File: config.mk
export PLATFORM = sky130hd
export DESIGN_NAME = id_stage_pipe
export DESIGN_NICKNAME = d
export VERILOG_FILES = /design/src/rtl/id_stage_pipe.sv
export SDC_FILE = /design/constraint.sdc
export NUM_CORES = 2
export LEC_CHECK = 0
export CAP_MARGIN = 20
export CORE_MARGIN = 2
export CORE_UTILIZATION = 25
export CTS_CLUSTER_SIZE = 40
export DETAILED_ROUTE_END_ITERATION = 7
export GPL_ROUTABILITY_DRIVEN = 0
export PLACE_DENSITY_LB_ADDON = 0.08
export SYNTH_ARGS = -nofsm -noshare
export SYNTH_HDL_FRONTEND = slang
export SYNTH_SLANG_ARGS = --single-unit
File: constraint.sdc
create_clock -name i_clk -period 5.3 [get_ports i_clk]
set_input_delay 1.59 -clock i_clk [delete_from_list [all_inputs] [get_ports i_clk]]
set_output_delay 1.59 -clock i_clk [all_outputs]
set_load 0.02 [all_outputs]
File: src/rtl/id_stage_pipe.sv
// id_stage_pipe: MIPS decode stage with register file, decoder, sign extend, load-use hazard detection and the ID/EX register; define BRANCH_RESOLVE_EN to resolve branches/jumps in ID
//   in : i_clk, i_rst_n (async, active low), i_pc, i_instruction, i_valid, i_flush, i_halt,
//        i_wb_write/addr/data, i_write_debug_reg_file, i_address_write_debug, i_write_data_debug, i_address_read_debug
//   out: o_data_read_debug, o_stall (combinational); o_pc, o_data_1, o_data_2, o_sign_extend, o_rs, o_rt, o_rd,
//        o_funct, o_alu_op, o_ctrl, o_valid (ID/EX registered); o_branch_taken, o_branch_target
module id_stage_pipe #(
  parameter int NB_ADDR  = 32,
  parameter int NB_INST  = 32,
  parameter int NB_DATA  = 32,
  parameter int NB_REG   = 5,
  parameter int NUM_REGS = 32,
  parameter int NB_IMM   = 16
) (
  input  logic               i_clk,
  input  logic               i_rst_n,
  input  logic [NB_ADDR-1:0] i_pc,
  input  logic [NB_INST-1:0] i_instruction,
  input  logic               i_valid,
  input  logic               i_flush,
  input  logic               i_halt,
  input  logic               i_wb_write,
  input  logic [NB_REG-1:0]  i_wb_addr,
  input  logic [NB_DATA-1:0] i_wb_data,
  input  logic               i_write_debug_reg_file,
  input  logic [NB_REG-1:0]  i_address_write_debug,
  input  logic [NB_DATA-1:0] i_write_data_debug,
  input  logic [NB_REG-1:0]  i_address_read_debug,
  output logic [NB_DATA-1:0] o_data_read_debug,
  output logic               o_stall,
  output logic [NB_ADDR-1:0] o_pc,
  output logic [NB_DATA-1:0] o_data_1,
  output logic [NB_DATA-1:0] o_data_2,
  output logic [NB_DATA-1:0] o_sign_extend,
  output logic [NB_REG-1:0]  o_rs,
  output logic [NB_REG-1:0]  o_rt,
  output logic [NB_REG-1:0]  o_rd,
  output logic [5:0]         o_funct,
  output logic [1:0]         o_alu_op,
  output logic [7:0]         o_ctrl,
  output logic               o_valid,
  output logic               o_branch_taken,
  output logic [NB_ADDR-1:0] o_branch_target
);
  localparam logic [5:0] OP_R = 6'h00, OP_LW = 6'h23, OP_SW = 6'h2b, OP_BEQ = 6'h04;
  localparam logic [5:0] OP_BNE = 6'h05, OP_ADDI = 6'h08, OP_J = 6'h02;
  localparam logic [NB_REG:0] REG_LIM = (NB_REG+1)'(NUM_REGS);
  logic [NB_DATA-1:0] rf [2**NB_REG];
  logic [5:0] op;
  logic [NB_REG-1:0] rs, rt, rd;
  logic [NB_DATA-1:0] data_1, data_2, sext;
  logic [7:0] ctrl, ex_ctrl;
  logic [1:0] alu_op;
  logic wb_ok, dbg_ok, uses_rt;
  assign op = i_instruction[NB_INST-1 -: 6];
  assign rs = i_instruction[21 +: NB_REG];
  assign rt = i_instruction[16 +: NB_REG];
  assign rd = i_instruction[11 +: NB_REG];
  assign sext = {{(NB_DATA-NB_IMM){i_instruction[NB_IMM-1]}}, i_instruction[NB_IMM-1:0]};
  assign wb_ok = i_wb_write && i_wb_addr != '0 && {1'b0, i_wb_addr} < REG_LIM;
  assign dbg_ok = i_write_debug_reg_file && i_address_write_debug != '0 && {1'b0, i_address_write_debug} < REG_LIM;
  always_ff @(posedge i_clk or negedge i_rst_n)
    if (!i_rst_n) rf <= '{default: '0};
    else begin
      if (wb_ok) rf[i_wb_addr] <= i_wb_data;
      if (dbg_ok) rf[i_address_write_debug] <= i_write_data_debug;
    end
  assign data_1 = (i_wb_write && rs != '0 && i_wb_addr == rs) ? i_wb_data : rf[rs];
  assign data_2 = (i_wb_write && rt != '0 && i_wb_addr == rt) ? i_wb_data : rf[rt];
  assign o_data_read_debug = rf[i_address_read_debug];
  always_comb begin
    ctrl = op == OP_R    ? 8'b1000_0001 :
           op == OP_LW   ? 8'b1110_0010 :
           op == OP_SW   ? 8'b0001_0010 :
           op == OP_BEQ  ? 8'b0000_1000 :
           op == OP_BNE  ? 8'b0000_1100 :
           op == OP_ADDI ? 8'b1000_0010 : 8'b0000_0000;
    alu_op = op == OP_R ? 2'b10 : (op == OP_BEQ || op == OP_BNE) ? 2'b01 : 2'b00;
    uses_rt = op == OP_R || op == OP_SW || op == OP_BEQ || op == OP_BNE;
  end
  assign o_stall = i_valid & o_valid & o_ctrl[5] & (o_rt != '0) & ((o_rt == rs) | ((o_rt == rt) & uses_rt)) & ~i_flush;
`ifdef BRANCH_RESOLVE_EN
  logic eq;
  assign eq = data_1 == data_2;
  assign o_branch_taken = i_valid & ~o_stall & ~i_flush & ((op == OP_BEQ & eq) | (op == OP_BNE & ~eq) | (op == OP_J));
  assign o_branch_target = op == OP_J ? {i_pc[NB_ADDR-1:28], i_instruction[25:0], 2'b00} : i_pc + (NB_ADDR'(sext) << 2);
  assign ex_ctrl = ctrl & 8'b1111_0011;
`else
  assign o_branch_taken = 1'b0;
  assign o_branch_target = '0;
  assign ex_ctrl = ctrl;
`endif
  always_ff @(posedge i_clk or negedge i_rst_n)
    if (!i_rst_n) begin
      o_pc <= '0;
      o_data_1 <= '0;
      o_data_2 <= '0;
      o_sign_extend <= '0;
      o_rs <= '0;
      o_rt <= '0;
      o_rd <= '0;
      o_funct <= '0;
      o_alu_op <= '0;
      o_ctrl <= '0;
      o_valid <= 1'b0;
    end else if (!i_halt) begin
      if (i_flush || o_stall || !i_valid) begin
        o_pc <= '0;
        o_data_1 <= '0;
        o_data_2 <= '0;
        o_sign_extend <= '0;
        o_rs <= '0;
        o_rt <= '0;
        o_rd <= '0;
        o_funct <= '0;
        o_alu_op <= '0;
        o_ctrl <= '0;
        o_valid <= 1'b0;
      end else begin
        o_pc <= i_pc;
        o_data_1 <= data_1;
        o_data_2 <= data_2;
        o_sign_extend <= sext;
        o_rs <= rs;
        o_rt <= rt;
        o_rd <= rd;
        o_funct <= i_instruction[5:0];
        o_alu_op <= alu_op;
        o_ctrl <= ex_ctrl;
        o_valid <= 1'b1;
      end
    end
endmodule

==> flow_metrics.env <==
export IMPL_nNetsFinal=7210
export IMPL_hpwl_microns=274000
export IMPL_pre_cts_ws_ps=-421
export IMPL_hp_class="reg -> reg"
export IMPL_drt_pass1_iterations=8
export IMPL_antenna_found_initial=41
export IMPL_yosys_cell_types_count=58
export IMPL_slew_headroom_pct=20.2
export IMPL_dieArea_sq_um=312000
export IMPL_die_h_microns=559
export IMPL_cts_max_path_buffers=4
export IMPL_synth_async_reset_ratio_pct=100
export IMPL_p_sw_mw=11.6
export IMPL_crit_fanout=8
export IMPL_hold_buffers=0
export IMPL_grt_start_max_net_pins=128
export IMPL_p_comb_share_pct=27.5
export IMPL_synth_fa_ha_area_share_pct=0
export IMPL_placed_area_sq_um=86600
export IMPL_period_share_pct=103
export IMPL_final_core_util_pct=30.2
export IMPL_cts_sinks=1155
export IMPL_finClkSkew_ps=70.3
export IMPL_setup_viol=22
export IMPL_track_usage_pct=27.9
export IMPL_violations="setup timing"
export IMPL_worstSkewPairLatency_ps=870
export IMPL_synth_top_cells_by_count="dfrtp_1 (1155), mux2i_1 (1074), mux4_2 (705), nor2_1 (658), clkbuf_1 (609)"
export IMPL_core_rowCount=203
export IMPL_fillCellCount=31000
export IMPL_synthFlopType="dfrtp_1"
export IMPL_worstPathRequired_ps=3710
export IMPL_cts_buffers_inserted=163
export IMPL_muxShareOfSynthArea_pct=35.7
export IMPL_ios=376
export IMPL_start_util_pct=25.1
export IMPL_fin_cells=11300
export IMPL_synth_top_family_by_area="multiplexers"
export IMPL_die_x_microns=559
export IMPL_finalMaxSlewViolations=0
export IMPL_synth_edff_count=0
export IMPL_maxClockFrequency_mhz=183
export IMPL_drive_gt1_share_pct=22.5
export IMPL_synth_top_cell_area_share_pct=37.6
export IMPL_ys_seq_area_share_pct=37.6
export IMPL_ant_nets=0
export IMPL_p_total_mw=34.0
export IMPL_syn_inst=7031
export IMPL_status="finished, violations left"
export IMPL_pwr_share_seq_pct=40.1
export IMPL_synth_simple_gate_area_share_pct=7.33
export IMPL_leakagePower_nw=38.4
export IMPL_stdcell_area_sq_um=92500
export IMPL_cts_tree="built"
export IMPL_grt_pass1_wl_microns=597000
export IMPL_cp_end_kind="output port"
export IMPL_drt_wl_total_microns=443000
export IMPL_area_delta_synth_final_pct=20.3
export IMPL_finalHoldViolations=0
export IMPL_vias_per_cell=5.80
export IMPL_routedWlPerCell_microns=39.3
export IMPL_clkPwrFrac_pct=32.4
export IMPL_grt_overflow=0
export IMPL_synth_most_common_cell="dfrtp_1"
export IMPL_drt_iter0_markers=7741
export IMPL_crit_type="in -> out"
export IMPL_ys_warn_count=0
export IMPL_power_density_nw_per_um2=367
export IMPL_syn_area_per_cell_sq_um=10.9
export IMPL_yosys_area_share_xor_xnor_pct=0.228
export IMPL_root_buffer="clkbuf_16"
export IMPL_yosysTopAreaCell="dfrtp_1"
export IMPL_internal_power_mw=22.4
export IMPL_netlist_area_sq_um=76900
export IMPL_worst_slack_ps=-150
export IMPL_vias=65500
export IMPL_rsz0062_at_grt="yes"
export IMPL_period_needed_ps=5450
export IMPL_path_clk_slew_ps=60
export IMPL_cp_start_kind="primary input"
export IMPL_cap_viol_max_count=0
export IMPL_worst_slew_pin_transition_ps=1190
export IMPL_portBuffers=342
export IMPL_drc=0
export IMPL_grt_pass1_vias=63700
export IMPL_p_sw_share_pct=34.1
export IMPL_synth_top_cells_by_area="dfrtp_1 (38%), mux4_2 (21%), mux2i_1 (14%)"
export IMPL_ctsHtreeMaxLevel=4
export IMPL_dp_cells=11000
export IMPL_ys_seq_elements=1155
export IMPL_peakVddDrop_mv=0.277
export IMPL_cp_data_arrival_time_ps=3860
export IMPL_synth_compound_area_share_pct=13.3
export IMPL_core_area_sq_um=306000
metrics by stage:
step	hold WS (ps)	TNS (ps)
after detailed placement	403	-9070
after CTS	416	-1590
after global placement	411	-8520
after global routing	424	-1760
after floorplan	458	0
final	412	-1430
sequential cells by signal (all words and copies together) (netlist names):
signal         count
o_data_1          32
rf              1024
o_valid            1
o_alu_op           1
o_sign_extend     16
o_pc              32
o_rs               5
o_rt               5
o_data_2          32
o_ctrl             7
cells in the final DEF (no fill, tap or decap), types with 10 or more instances in the layout:
cell             count
o211a_1             29
a22oi_1             41
a32oi_1            129
a221oi_1            41
buf_16              12
conb_1              33
a32o_1              16
buf_12             141
a22o_1              58
mux4_2             705
a21oi_1            580
o21ai_0            443
dfrtp_1           1155
clkbuf_8            31
clkbuf_16          170
nand2b_1            17
clkdlybuf4s50_1    290
o22ai_1             87
buf_8               10
o21ai_1             29
nor2_4              21
o211ai_1            13
o2111ai_1           41
clkbuf_1            42
a221o_1             23
o221ai_1            22
xor2_1              11
o31ai_1             55
nor2_1             637
nor3_1             123
buf_6               35
mux2_2              48
mux2i_1           1074
nand2_1            462
mux2_4              28
clkinv_2            23
buf_4              300
nand2_4             27
diode_2             18
o22a_1              41
area by class of cell:
class,count,area (sq um),area share [%]
Inverter,4,15.0,0.0162
Multi-Input combinational cell,4934,44400,47.9
Clock buffer,238,4710,5.09
Timing Repair Buffer,802,9030,9.76
Tap cell,4100,5130,5.54
Sequential cell,1155,28900,31.2
Clock inverter,35,345,0.373
Antenna cell,18,45.0,0.0487
logic make-up (layout without fill, tap and decap cells):
| group | after synthesis | after routing |
|---|---|---|
| AOI/OAI and AO/OA | 1651 | 1651 |
| buffers and inverters | 974 | 1079 |
| muxes | 1855 | 1855 |
| other | 1 | 51 |
| and+or+nand+nor | 1375 | 1375 |
| DFF | 1155 | 1155 |
| xor gates and xnor gates | 20 | 20 |
power by group through the flow:
stage / Sequential (mW) / Clock (mW) / Combinational (mW)
after floorplan: 12.5 / 0 / 6.46
after global placement: 13.7 / 0 / 8.99
after detailed placement: 13.6 / 0 / 9.15
after CTS: 13.5 / 11.3 / 9.30
after global routing: 13.8 / 11.6 / 10.0
final: 13.6 / 11.0 / 9.34
routing by layer:
layer / GRT usage, % / vias up / wire length [microns]
met5: 0 / - / 103
met4: 10.6 / 16 / 18800
met3: 5.39 / 728 / 31800
met2: 43.6 / 3384 / 201000
met1: 37.9 / 34800 / 192000
li1: - / 26500 / -
worst paths after layout:
check                                              from                        to  slack (ps)  depth (start not counted)
worst max-delay path            i_address_read_debug[0]      o_data_read_debug[8]        -150                          8
worst min-delay path                 rf[1009]$_DFF_PN0_        rf[1009]$_DFF_PN0_         410                          0
worst max register to register      o_rt[1]$_DFFE_PN0N_  o_data_1[16]$_DFFE_PN0N_        2110                          7
worst min register to register       rf[1009]$_DFF_PN0_        rf[1009]$_DFF_PN0_         410                          0
max in group asynchronous                       i_rst_n        rf[1002]$_DFF_PN0_        3290                          3
min in group asynchronous                       i_rst_n         rf[506]$_DFF_PN0_         580                          1
worst max-delay path: stages:
cell    delay [ps]
buf_16         140
buf_16         190
buf_16         180
buf_12         140
mux4_2         520
mux4_2         470
mux2_4         360
buf_6          160
what timing repair did:
action / CTS / global route
setup buffers: 16 / 3
gates cloned: 6 / 5
pin swaps: 0 / 0
resized for setup: 140 / 33
setup endpoints to repair: 31 / 32
Power figures use the tool's default switching activity.
